--- config.mk ---
export PLATFORM = sky130hd
export DESIGN_NAME = if_inc_pc
export DESIGN_NICKNAME = d
export VERILOG_FILES = /design/src/rtl/if_pkg.sv /design/src/rtl/if_pc_adder.sv /design/src/rtl/if_inc_pc.sv
export SDC_FILE = /design/constraint.sdc
export NUM_CORES = 1
export LEC_CHECK = 0
export CAP_MARGIN = 20
export CORE_MARGIN = 1
export CORE_UTILIZATION = 44
export CTS_CLUSTER_SIZE = 8
export DETAILED_ROUTE_END_ITERATION = 8
export PLACE_DENSITY = 0.85
export SYNTH_ARGS = -nofsm -noshare
export SYNTH_HDL_FRONTEND = slang
export SYNTH_SLANG_ARGS = --single-unit
--- constraint.sdc ---
create_clock -name i_clk -period 6.3 [get_ports i_clk]
set_clock_uncertainty 0.05 [all_clocks]
set_input_delay 1.89 -clock i_clk [delete_from_list [all_inputs] [get_ports i_clk]]
set_output_delay 1.89 -clock i_clk [all_outputs]
set_load 0.01 [all_outputs]
--- src/rtl/if_pkg.sv ---
// Shared definitions for the instruction-fetch PC incrementer.
// Holds the default address/instruction widths, the derived byte step
// and the program-counter address type.
package if_pkg;

    localparam int NB_ADDR_DEF = 32;
    localparam int NB_INST_DEF = 32;

    // Bytes advanced per instruction at the default instruction width.
    localparam int STEP_DEF    = NB_INST_DEF / 8;

    typedef logic [NB_ADDR_DEF-1:0] pc_t;

endpackage : if_pkg

--- src/rtl/if_pc_adder.sv ---
// Combinational PC adder: o_sum = i_a + STEP, modulo 2^NB_ADDR.
// With IF_INC_PC_OVF_EN defined, the carry out of the top bit is also
// produced on o_carry; otherwise no carry path is built.
module if_pc_adder
    import if_pkg::*;
#(
    parameter int NB_ADDR = NB_ADDR_DEF,
    parameter int STEP    = STEP_DEF
) (
    input  logic [NB_ADDR-1:0] i_a,
`ifdef IF_INC_PC_OVF_EN
    output logic               o_carry,
`endif
    output logic [NB_ADDR-1:0] o_sum
);

    // Step expressed at the address width so the add is width-matched.
    localparam logic [NB_ADDR-1:0] STEP_W = NB_ADDR'(STEP);

`ifdef IF_INC_PC_OVF_EN
    // Widened unsigned add so the carry out of the top address bit is kept.
    always_comb begin
        {o_carry, o_sum} = {1'b0, i_a} + {1'b0, STEP_W};
    end
`else
    // Plain unsigned add; the carry out of the top bit is simply dropped.
    always_comb begin
        o_sum = i_a + STEP_W;
    end
`endif

endmodule : if_pc_adder

--- src/rtl/if_inc_pc.sv ---
// Fetch-stage PC incrementer.
// o_pc is the combinational next PC (i_pc + NB_INST/8); o_pc_q/o_valid are
// the registered copy with stall (hold) and flush (clear, wins over stall).
// Optional feature macro: IF_INC_PC_OVF_EN adds o_ovf, the combinational
// carry out of the address add.
module if_inc_pc
    import if_pkg::*;
#(
    parameter int NB_ADDR = NB_ADDR_DEF,
    parameter int NB_INST = NB_INST_DEF
) (
    input  logic               i_clk,
    input  logic               i_rst_n,
    input  logic [NB_ADDR-1:0] i_pc,
    input  logic               i_stall,
    input  logic               i_flush,
    output logic [NB_ADDR-1:0] o_pc,
    output logic [NB_ADDR-1:0] o_pc_q,
`ifdef IF_INC_PC_OVF_EN
    output logic               o_ovf,
`endif
    output logic               o_valid
);

    localparam int STEP = NB_INST / 8;

    // Reject configurations the byte step or address width cannot express.
    generate
        if ((NB_INST % 8) != 0) begin : g_bad_inst
            $error("if_inc_pc: NB_INST must be a multiple of 8");
        end
        if (NB_ADDR < 8) begin : g_bad_addr
            $error("if_inc_pc: NB_ADDR must be at least 8");
        end
    endgenerate

    logic [NB_ADDR-1:0] w_pc_next;
    logic [NB_ADDR-1:0] r_pc_q;
    logic               r_valid;

    if_pc_adder #(
        .NB_ADDR (NB_ADDR),
        .STEP    (STEP)
    ) u_adder (
        .i_a     (i_pc),
`ifdef IF_INC_PC_OVF_EN
        .o_carry (o_ovf),
`endif
        .o_sum   (w_pc_next)
    );

    // Next-PC register: flush clears, stall holds, otherwise capture.
    always_ff @(posedge i_clk or negedge i_rst_n) begin
        if (!i_rst_n) begin
            r_pc_q  <= '0;
            r_valid <= 1'b0;
        end else if (i_flush) begin
            r_pc_q  <= '0;
            r_valid <= 1'b0;
        end else if (!i_stall) begin
            r_pc_q  <= w_pc_next;
            r_valid <= 1'b1;
        end else begin
            r_pc_q  <= r_pc_q;
            r_valid <= r_valid;
        end
    end

    // Combinational next PC is independent of clock, reset, stall and flush.
    always_comb begin
        o_pc    = w_pc_next;
        o_pc_q  = r_pc_q;
        o_valid = r_valid;
    end

endmodule : if_inc_pc

==> impl_metrics.prom, run 1 <==
# TYPE chip_impl_metric gauge
chip_impl_info{name="run_status",value="completed"} 1
chip_impl_info{name="cts-root-buf",value="sky130_fd_sc_hd__clkbuf_8"} 1
chip_impl_metric{name="pwr_density_cell",unit="nW/µm²"} 162
chip_impl_metric{name="final_period_minus_worst_setup_slack",unit="ps"} 6240
chip_impl_metric{name="drt_drc_violations_left",unit=""} 0
chip_impl_metric{name="residual_overflow_from_global_routing",unit=""} 0
chip_impl_metric{name="final.period_utilization",unit=""} 0.990
chip_impl_metric{name="synth.ff_latch_count",unit=""} 33
chip_impl_metric{name="core_area",unit="µm²"} 4500
chip_impl_metric{name="maxCapViolations",unit=""} 0
chip_impl_metric{name="hold_viol_final",unit=""} 0
chip_impl_metric{name="dp_hpwl",unit="mm"} 5.03
chip_impl_info{name="cts_tree",value="yes"} 1
chip_impl_metric{name="worst-slew-pin-transition",unit="ps"} 771
chip_impl_info{name="holdPathEnd",value="o_valid"} 1
chip_impl_metric{name="number_of_instances_on_the_worst_hold_path",unit=""} 1
chip_impl_metric{name="timing_max_transition_violations_final",unit=""} 0
chip_impl_info{name="netlist.top_cell.by_area",value="sky130_fd_sc_hd__dfrtp_1"} 1
chip_impl_metric{name="numCtsBuffers",unit=""} 5
chip_impl_metric{name="die_width",unit="µm"} 71.6
chip_impl_metric{name="synth.lib_cells_used.distinct",unit=""} 48
chip_impl_metric{name="numClockSinks",unit=""} 33
chip_impl_metric{name="largest_voltage_drop_on_the_vdd_net",unit="mV"} 0.133
chip_impl_metric{name="finish.cell_count_without_fillers",unit=""} 409
chip_impl_metric{name="fin_hold_ws",unit="ps"} 434
chip_impl_metric{name="syn-num-nets",unit=""} 275
chip_impl_metric{name="worstPathBufferInverterCount",unit=""} 2
chip_impl_info{name="synth_top_cells_by_area",value="sky130_fd_sc_hd__dfrtp_1 39%, sky130_fd_sc_hd__xnor2_1 5.3%, sky130_fd_sc_hd__o21a_1 4.2%, sky130_fd_sc_hd__nand2_1 3.9%, sky130_fd_sc_hd__nand4_1 3.8%"} 1
chip_impl_metric{name="finalPower",unit="µW"} 553
chip_impl_info{name="crit_path_end_kind",value="output pin"} 1
chip_impl_metric{name="yosys_warnings",unit=""} 0
chip_impl_metric{name="crit_fanout",unit=""} 12
chip_impl_metric{name="regToRegSetupSlack",unit="ps"} 5350
chip_impl_metric{name="grt_antenna_before_repair",unit=""} 0
chip_impl_metric{name="required",unit="ps"} 4360
chip_impl_metric{name="cts_htree_levels",unit=""} 2
chip_impl_metric{name="synth_largest_type_area_fraction",unit=""} 0.387
chip_impl_metric{name="globalRouteTotalUtil",unit=""} 0.266
chip_impl_info{name="worst_path_dominant_cell_family",value="simple AND/OR/NAND/NOR gates"} 1
chip_impl_metric{name="antenna_cells_inserted",unit=""} 0
chip_impl_info{name="hp-start",value="o_valid"} 1
chip_impl_info{name="min-delay-path-class",value="flip-flop to flip-flop"} 1
chip_impl_metric{name="area.growth.synth_to_final",unit="%"} 60.2
chip_impl_metric{name="first_global_vias",unit=""} 2313
chip_impl_info{name="critical_path.slowest_cell",value="sky130_fd_sc_hd__or4_4"} 1
chip_impl_metric{name="synth_seq_area_share",unit=""} 0.387
chip_impl_metric{name="drt_wl_total",unit="mm"} 6.75
chip_impl_metric{name="design.die.area",unit="µm²"} 5130
chip_impl_metric{name="placed_cell_count",unit=""} 401
chip_impl_metric{name="clk_transition_reported_paths",unit="ps"} 70
chip_impl_info{name="commonest_cells_in_the_synthesized_netlist",value="33 x sky130_fd_sc_hd__dfrtp_1, 22 x sky130_fd_sc_hd__nand2_1, 15 x sky130_fd_sc_hd__nor2_1"} 1
chip_impl_info{name="most_frequent_cell_after_synthesis",value="sky130_fd_sc_hd__dfrtp_1"} 1
chip_impl_metric{name="post_route_core_utilization",unit=""} 0.759
chip_impl_metric{name="area.sequential",unit="µm²"} 826
chip_impl_metric{name="report.final.setup_viol",unit=""} 0
chip_impl_metric{name="critPathMaxStageDelay",unit="ps"} 610
chip_impl_metric{name="drive_gt1_frac",unit=""} 0.134
chip_impl_metric{name="grt_first_pass_wirelength",unit="mm"} 10.6
chip_impl_metric{name="num_vias",unit=""} 2389
chip_impl_metric{name="synth-edff-count",unit=""} 0
chip_impl_metric{name="post-cts-setup-buffer-count",unit=""} 0
chip_impl_metric{name="worst_case_clock_buffer_depth",unit=""} 2
chip_impl_metric{name="1st_iter_drt_viols",unit=""} 166
chip_impl_metric{name="vias_per_cell",unit=""} 5.84
chip_impl_metric{name="drt-pass1-iter-count",unit=""} 4
chip_impl_metric{name="io-pin-count",unit=""} 101
chip_impl_metric{name="synth.cell_area",unit="µm²"} 2130
chip_impl_info{name="worst_setup_path_start_kind",value="primary input"} 1
chip_impl_metric{name="finalNetCount",unit=""} 393
chip_impl_metric{name="netlist_instances",unit=""} 238
chip_impl_metric{name="synthesis.area_per_instance",unit="µm²"} 8.96
chip_impl_metric{name="total_leakage_power",unit="nW"} 1.42
chip_impl_metric{name="drt-wirelength-per-cell",unit="µm"} 16.5
chip_impl_metric{name="setup_total_negative_slack",unit="ps"} 0
chip_impl_metric{name="initial_utilization",unit=""} 0.474
chip_impl_metric{name="clock_insertion_delay_worst_skew",unit="ps"} 280
chip_impl_metric{name="postRouteAntennaNets",unit=""} 0
chip_impl_info{name="dominantRegCellSynth",value="sky130_fd_sc_hd__dfrtp_1"} 1
chip_impl_info{name="worstReg2RegStart",value="o_pc_q[16]"} 1
chip_impl_metric{name="async_reset_ff_frac",unit=""} 1.00
chip_impl_metric{name="fp.dieH",unit="µm"} 71.6
chip_impl_metric{name="clock.fmax",unit="MHz"} 160
chip_impl_info{name="reg2reg_to",value="o_pc_q[16]"} 1
chip_impl_info{name="critical_path.cell_chain",value="clkdlybuf4s50_1 > nand4_2 > or4_4 > or4_4 > nand2_1 > clkdlybuf4s50_1"} 1
chip_impl_metric{name="max_slew_margin",unit=""} 0.484
chip_impl_metric{name="filler_cell_count",unit=""} 356
chip_impl_metric{name="timing.reg2reg.worst_path_depth",unit=""} 2
chip_impl_info{name="worst-setup-path-type",value="primary input to output pin"} 1
chip_impl_metric{name="placement_rows",unit=""} 24
chip_impl_info{name="grt_setup_unrepaired",value="false"} 1
chip_impl_metric{name="numPortBuffers",unit=""} 100
chip_impl_metric{name="gp_congestion",unit=""} 0.912
chip_impl_metric{name="grt_max_degree",unit=""} 40
chip_impl_metric{name="worst_ep_arrival",unit="ps"} 4300
chip_impl_metric{name="area_occupied_by_multi_input_gates",unit="µm²"} 1210
## per-layer routing
layer  share of wire  GRT usage  vias to the layer above  routed length [µm]
met1            0.42      0.322                     1139                2850
li1                -          -                     1132                   -
met4           0.024      0.115                        0                 161
met3           0.065     0.0633                       17                 438
met2            0.49      0.452                      101                3300
met5               0          0                        -                   0
## worst reg2reg max path: stages, from the launching register on
cell,delay [ps]
sky130_fd_sc_hd__dfrtp_1,340
sky130_fd_sc_hd__inv_1,40
sky130_fd_sc_hd__a2111oi_0,390
## cell type report
class                           instances  share of cell area
Multi-Input combinational cell        179               0.353
Inverter                               11              0.0121
Tap cell                               52              0.0190
Sequential cell                        33               0.242
Clock inverter                          2             0.00293
Clock buffer                            6              0.0212
Timing Repair Buffer                  126               0.350
## where the power goes
group | leakage [nW] | switching, mW | internal, mW | total, mW
Clock | 0.0450 | 0.0776 | 0.0765 | 0.154
Sequential | 0.431 | 0.00704 | 0.226 | 0.233
Combinational | 0.941 | 0.0747 | 0.0921 | 0.167
Total | 1.42 | 0.159 | 0.394 | 0.553
## placed cells by master, fill, tap and decap left out, types with 6 or more instances in the layout
cell type	synthesis	final
sky130_fd_sc_hd__o21a_1	12	12
sky130_fd_sc_hd__nor4_1	7	6
sky130_fd_sc_hd__xnor2_1	13	13
sky130_fd_sc_hd__inv_1	9	9
sky130_fd_sc_hd__nor2_1	15	15
sky130_fd_sc_hd__nand3_1	13	13
sky130_fd_sc_hd__or2_2	6	6
sky130_fd_sc_hd__nand4_1	13	13
sky130_fd_sc_hd__nand2_1	22	22
sky130_fd_sc_hd__a311oi_1	7	7
sky130_fd_sc_hd__nand2b_1	9	9
sky130_fd_sc_hd__dfrtp_1	33	33
sky130_fd_sc_hd__buf_4	2	26
sky130_fd_sc_hd__clkdlybuf4s50_1	0	100
## worst max path at each step
stage                     depth (start not counted)      from        to  slack (ps)
final                                             6  i_pc[14]  o_pc[28]          60
after global routing                              6  i_pc[12]  o_pc[26]          20
after CTS                                         6  i_pc[14]  o_pc[28]          70
after detailed placement                          6  i_pc[12]  o_pc[28]          80
after global placement                            6  i_pc[14]  o_pc[28]         100
after floorplan                                   6  i_pc[22]  o_pc[26]         950
## kinds of logic (layout without fill, tap and decap cells)
| group | count (synthesis) | count (layout) | synth area share |
|---|---|---|---|
| compound gates | 51 | 51 | 0.189 |
| flops | 33 | 33 | 0.387 |
| fa+ha+maj | 1 | 1 | 0.00586 |
| xor+xnor | 15 | 15 | 0.0616 |
| buf+inv | 26 | 145 | 0.0528 |
| mux | 3 | 3 | 0.0141 |
| simple gates | 109 | 109 | 0.290 |
## metrics by stage
| step | area [µm²] | setup WS [ps] |
|---|---|---|
| 5_1_grt | 3420 | 23.6 |
| 2_1_floorplan | 2130 | 947 |
| 4_1_cts | 3410 | 69.6 |
| 6_report | 3420 | 60.5 |
| 3_3_place_gp | 3320 | 105 |
| 3_5_place_dp | 3320 | 76.3 |
## state kept, by name, summed over array words and instances, names as in the netlist
name and cells:
o_valid 1, o_pc_q 32
## timing repair
action | in CTS | in global routing
hold endpoints to repair | 0 | 0
endpoints found under the setup margin | 0 | 2
hold buffers | 0 | 0
resized for setup | 0 | 2
(Power assumes the default switching activity.)
==> inputs of run 2 (changes only) <==
Settings changed: RECOVER_POWER set to 50.
==> run 2 against run 1 <==
Compared with the run above:
- the flow now finishes with violations (max-capacitance violations, max-slew violations)
- final area down 0.22%
- combinational power down 3%
- die area unchanged
==> impl_metrics.prom, run 2 (synthesis results as in run 1) <==
# TYPE chip_impl_metric gauge
chip_impl_info{name="final_cell_mix",value="70 x sky130_fd_sc_hd__clkdlybuf4s50_1, 33 x sky130_fd_sc_hd__dfrtp_1, 30 x sky130_fd_sc_hd__dlygate4sd3_1"} 1
chip_impl_metric{name="1st_iter_drt_viols",unit=""} 167
chip_impl_metric{name="max_slew_margin",unit=""} -0.237
chip_impl_metric{name="setup_total_negative_slack",unit="ps"} 0
chip_impl_metric{name="crit_fanout",unit=""} 12
chip_impl_info{name="worst_setup_path_start_kind",value="primary input"} 1
chip_impl_metric{name="drt-wirelength-per-cell",unit="µm"} 16.5
chip_impl_info{name="worst-setup-path-type",value="primary input to output pin"} 1
chip_impl_metric{name="largest_voltage_drop_on_the_vdd_net",unit="mV"} 0.132
chip_impl_metric{name="numPortBuffers",unit=""} 100
chip_impl_metric{name="finalNetCount",unit=""} 393
chip_impl_metric{name="clock_insertion_delay_worst_skew",unit="ps"} 280
chip_impl_info{name="failing_checks",value="max-capacitance violations, max-slew violations"} 1
chip_impl_metric{name="finish.cell_count_without_fillers",unit=""} 409
chip_impl_metric{name="maxCapViolations",unit=""} 2
chip_impl_metric{name="drt_drc_violations_left",unit=""} 0
chip_impl_metric{name="clk_transition_reported_paths",unit="ps"} 70
chip_impl_info{name="critical_path.cell_chain",value="clkdlybuf4s50_1 > nand4_2 > or4_4 > or4_4 > nand2_1 > clkdlybuf4s50_1"} 1
chip_impl_metric{name="cts_htree_levels",unit=""} 2
chip_impl_metric{name="final.period_utilization",unit=""} 0.991
chip_impl_metric{name="numCtsBuffers",unit=""} 5
chip_impl_metric{name="drive_gt1_frac",unit=""} 0.129
chip_impl_metric{name="drt_wl_total",unit="mm"} 6.73
chip_impl_metric{name="design.die.area",unit="µm²"} 5130
chip_impl_metric{name="vias_per_cell",unit=""} 5.85
chip_impl_info{name="crit_path_end_kind",value="output pin"} 1
chip_impl_metric{name="grt_max_degree",unit=""} 40
chip_impl_metric{name="core_area",unit="µm²"} 4500
chip_impl_metric{name="critPathMaxStageDelay",unit="ps"} 610
chip_impl_info{name="cts-root-buf",value="sky130_fd_sc_hd__clkbuf_8"} 1
chip_impl_info{name="grt_setup_unrepaired",value="false"} 1
chip_impl_metric{name="postRouteAntennaNets",unit=""} 0
chip_impl_info{name="critical_path.slowest_cell",value="sky130_fd_sc_hd__or4_4"} 1
chip_impl_metric{name="required",unit="ps"} 4360
chip_impl_info{name="min-delay-path-class",value="flip-flop to flip-flop"} 1
chip_impl_metric{name="worst-slew-pin-transition",unit="ps"} 1850
chip_impl_metric{name="post_route_core_utilization",unit=""} 0.757
chip_impl_metric{name="pwr_density_cell",unit="nW/µm²"} 161
chip_impl_metric{name="placement_rows",unit=""} 24
chip_impl_metric{name="first_global_vias",unit=""} 2313
chip_impl_metric{name="initial_utilization",unit=""} 0.474
chip_impl_metric{name="worst_case_clock_buffer_depth",unit=""} 2
chip_impl_metric{name="total_leakage_power",unit="nW"} 1.47
chip_impl_metric{name="grt_first_pass_wirelength",unit="mm"} 10.6
chip_impl_metric{name="timing_max_transition_violations_final",unit=""} 74
chip_impl_info{name="run_status",value="finished with violations"} 1
chip_impl_metric{name="fin_hold_ws",unit="ps"} 430
chip_impl_metric{name="dp_hpwl",unit="mm"} 5.03
chip_impl_metric{name="final_period_minus_worst_setup_slack",unit="ps"} 6240
chip_impl_metric{name="placed_cell_count",unit=""} 401
chip_impl_metric{name="residual_overflow_from_global_routing",unit=""} 0
chip_impl_metric{name="drt-pass1-iter-count",unit=""} 5
chip_impl_metric{name="worst_ep_arrival",unit="ps"} 4300
chip_impl_metric{name="io-pin-count",unit=""} 101
chip_impl_metric{name="numClockSinks",unit=""} 33
chip_impl_metric{name="num_vias",unit=""} 2391
chip_impl_metric{name="post-cts-setup-buffer-count",unit=""} 0
chip_impl_metric{name="grt_antenna_before_repair",unit=""} 0
chip_impl_metric{name="antenna_cells_inserted",unit=""} 0
chip_impl_metric{name="die_width",unit="µm"} 71.6
chip_impl_metric{name="clock.fmax",unit="MHz"} 160
chip_impl_metric{name="area.growth.synth_to_final",unit="%"} 59.8
chip_impl_metric{name="fp.dieH",unit="µm"} 71.6
chip_impl_info{name="final_common_cell",value="sky130_fd_sc_hd__clkdlybuf4s50_1"} 1
chip_impl_info{name="cts_tree",value="yes"} 1
chip_impl_metric{name="largest_register_ffs",unit=""} 32
chip_impl_metric{name="hold_viol_final",unit=""} 0
chip_impl_metric{name="gp_congestion",unit=""} 0.912
chip_impl_metric{name="report.final.setup_viol",unit=""} 0
chip_impl_metric{name="globalRouteTotalUtil",unit=""} 0.266
-- run 2: final cells by class --
class | instances | area, µm²
well taps | 52 | 65.1
flip-flops and latches | 33 | 826
multi-input cells | 179 | 1210
fillers | 356 | 1090
inverters | 11 | 41.3
clock inverters | 2 | 10.0
repair buffers | 126 | 1190
clock buffers | 6 | 72.6
-- run 2: through the flow --
stage / power, mW / setup slack, ps / area, µm²
6_report: 0.548 / 57.3 / 3410
5_1_grt: 0.576 / 23.6 / 3410
4_1_cts: 0.557 / 69.6 / 3410
3_5_place_dp: 0.402 / 76.3 / 3320
3_3_place_gp: 0.399 / 105 / 3320
2_1_floorplan: 0.298 / 947 / 2130
-- run 2: metal layers --
layer / wire (µm) / GRT usage
met3: 433 / 0.0633
met4: 153 / 0.115
met5: 0 / 0
met2: 3320 / 0.452
met1: 2820 / 0.322
-- run 2: worst max-delay path, delay by kind of cell --
| family | cells | cell delay, ps |
|---|---|---|
| and+or+nand+nor | 4 | 1350 |
| buffers and inverters | 2 | 1060 |
-- run 2: path summary, 6_finish.rpt --
path,depth (start not counted),startpoint,end,slack (ps)
max in group asynchronous,2,i_rst_n,o_pc_q[3],2540
min in group asynchronous,2,i_rst_n,o_pc_q[10],2590
min reg2reg,1,o_valid,o_valid,430
min,1,o_valid,o_valid,430
max,6,i_pc[14],o_pc[28],60
max reg2reg,2,o_pc_q[16],o_pc_q[16],5360
-- run 2: repair_timing --
item | CTS | global route
endpoints found under the hold margin | 0 | 0
endpoints found under the setup margin | 0 | 2
resized for setup | 0 | 2
hold buffers | 0 | 0
-- run 2: power by group --
| part | internal, mW | total [mW] | switching [mW] |
|---|---|---|---|
| clock network | 0.0765 | 0.154 | 0.0774 |
| logic | 0.0872 | 0.162 | 0.0746 |
| registers | 0.226 | 0.232 | 0.00648 |
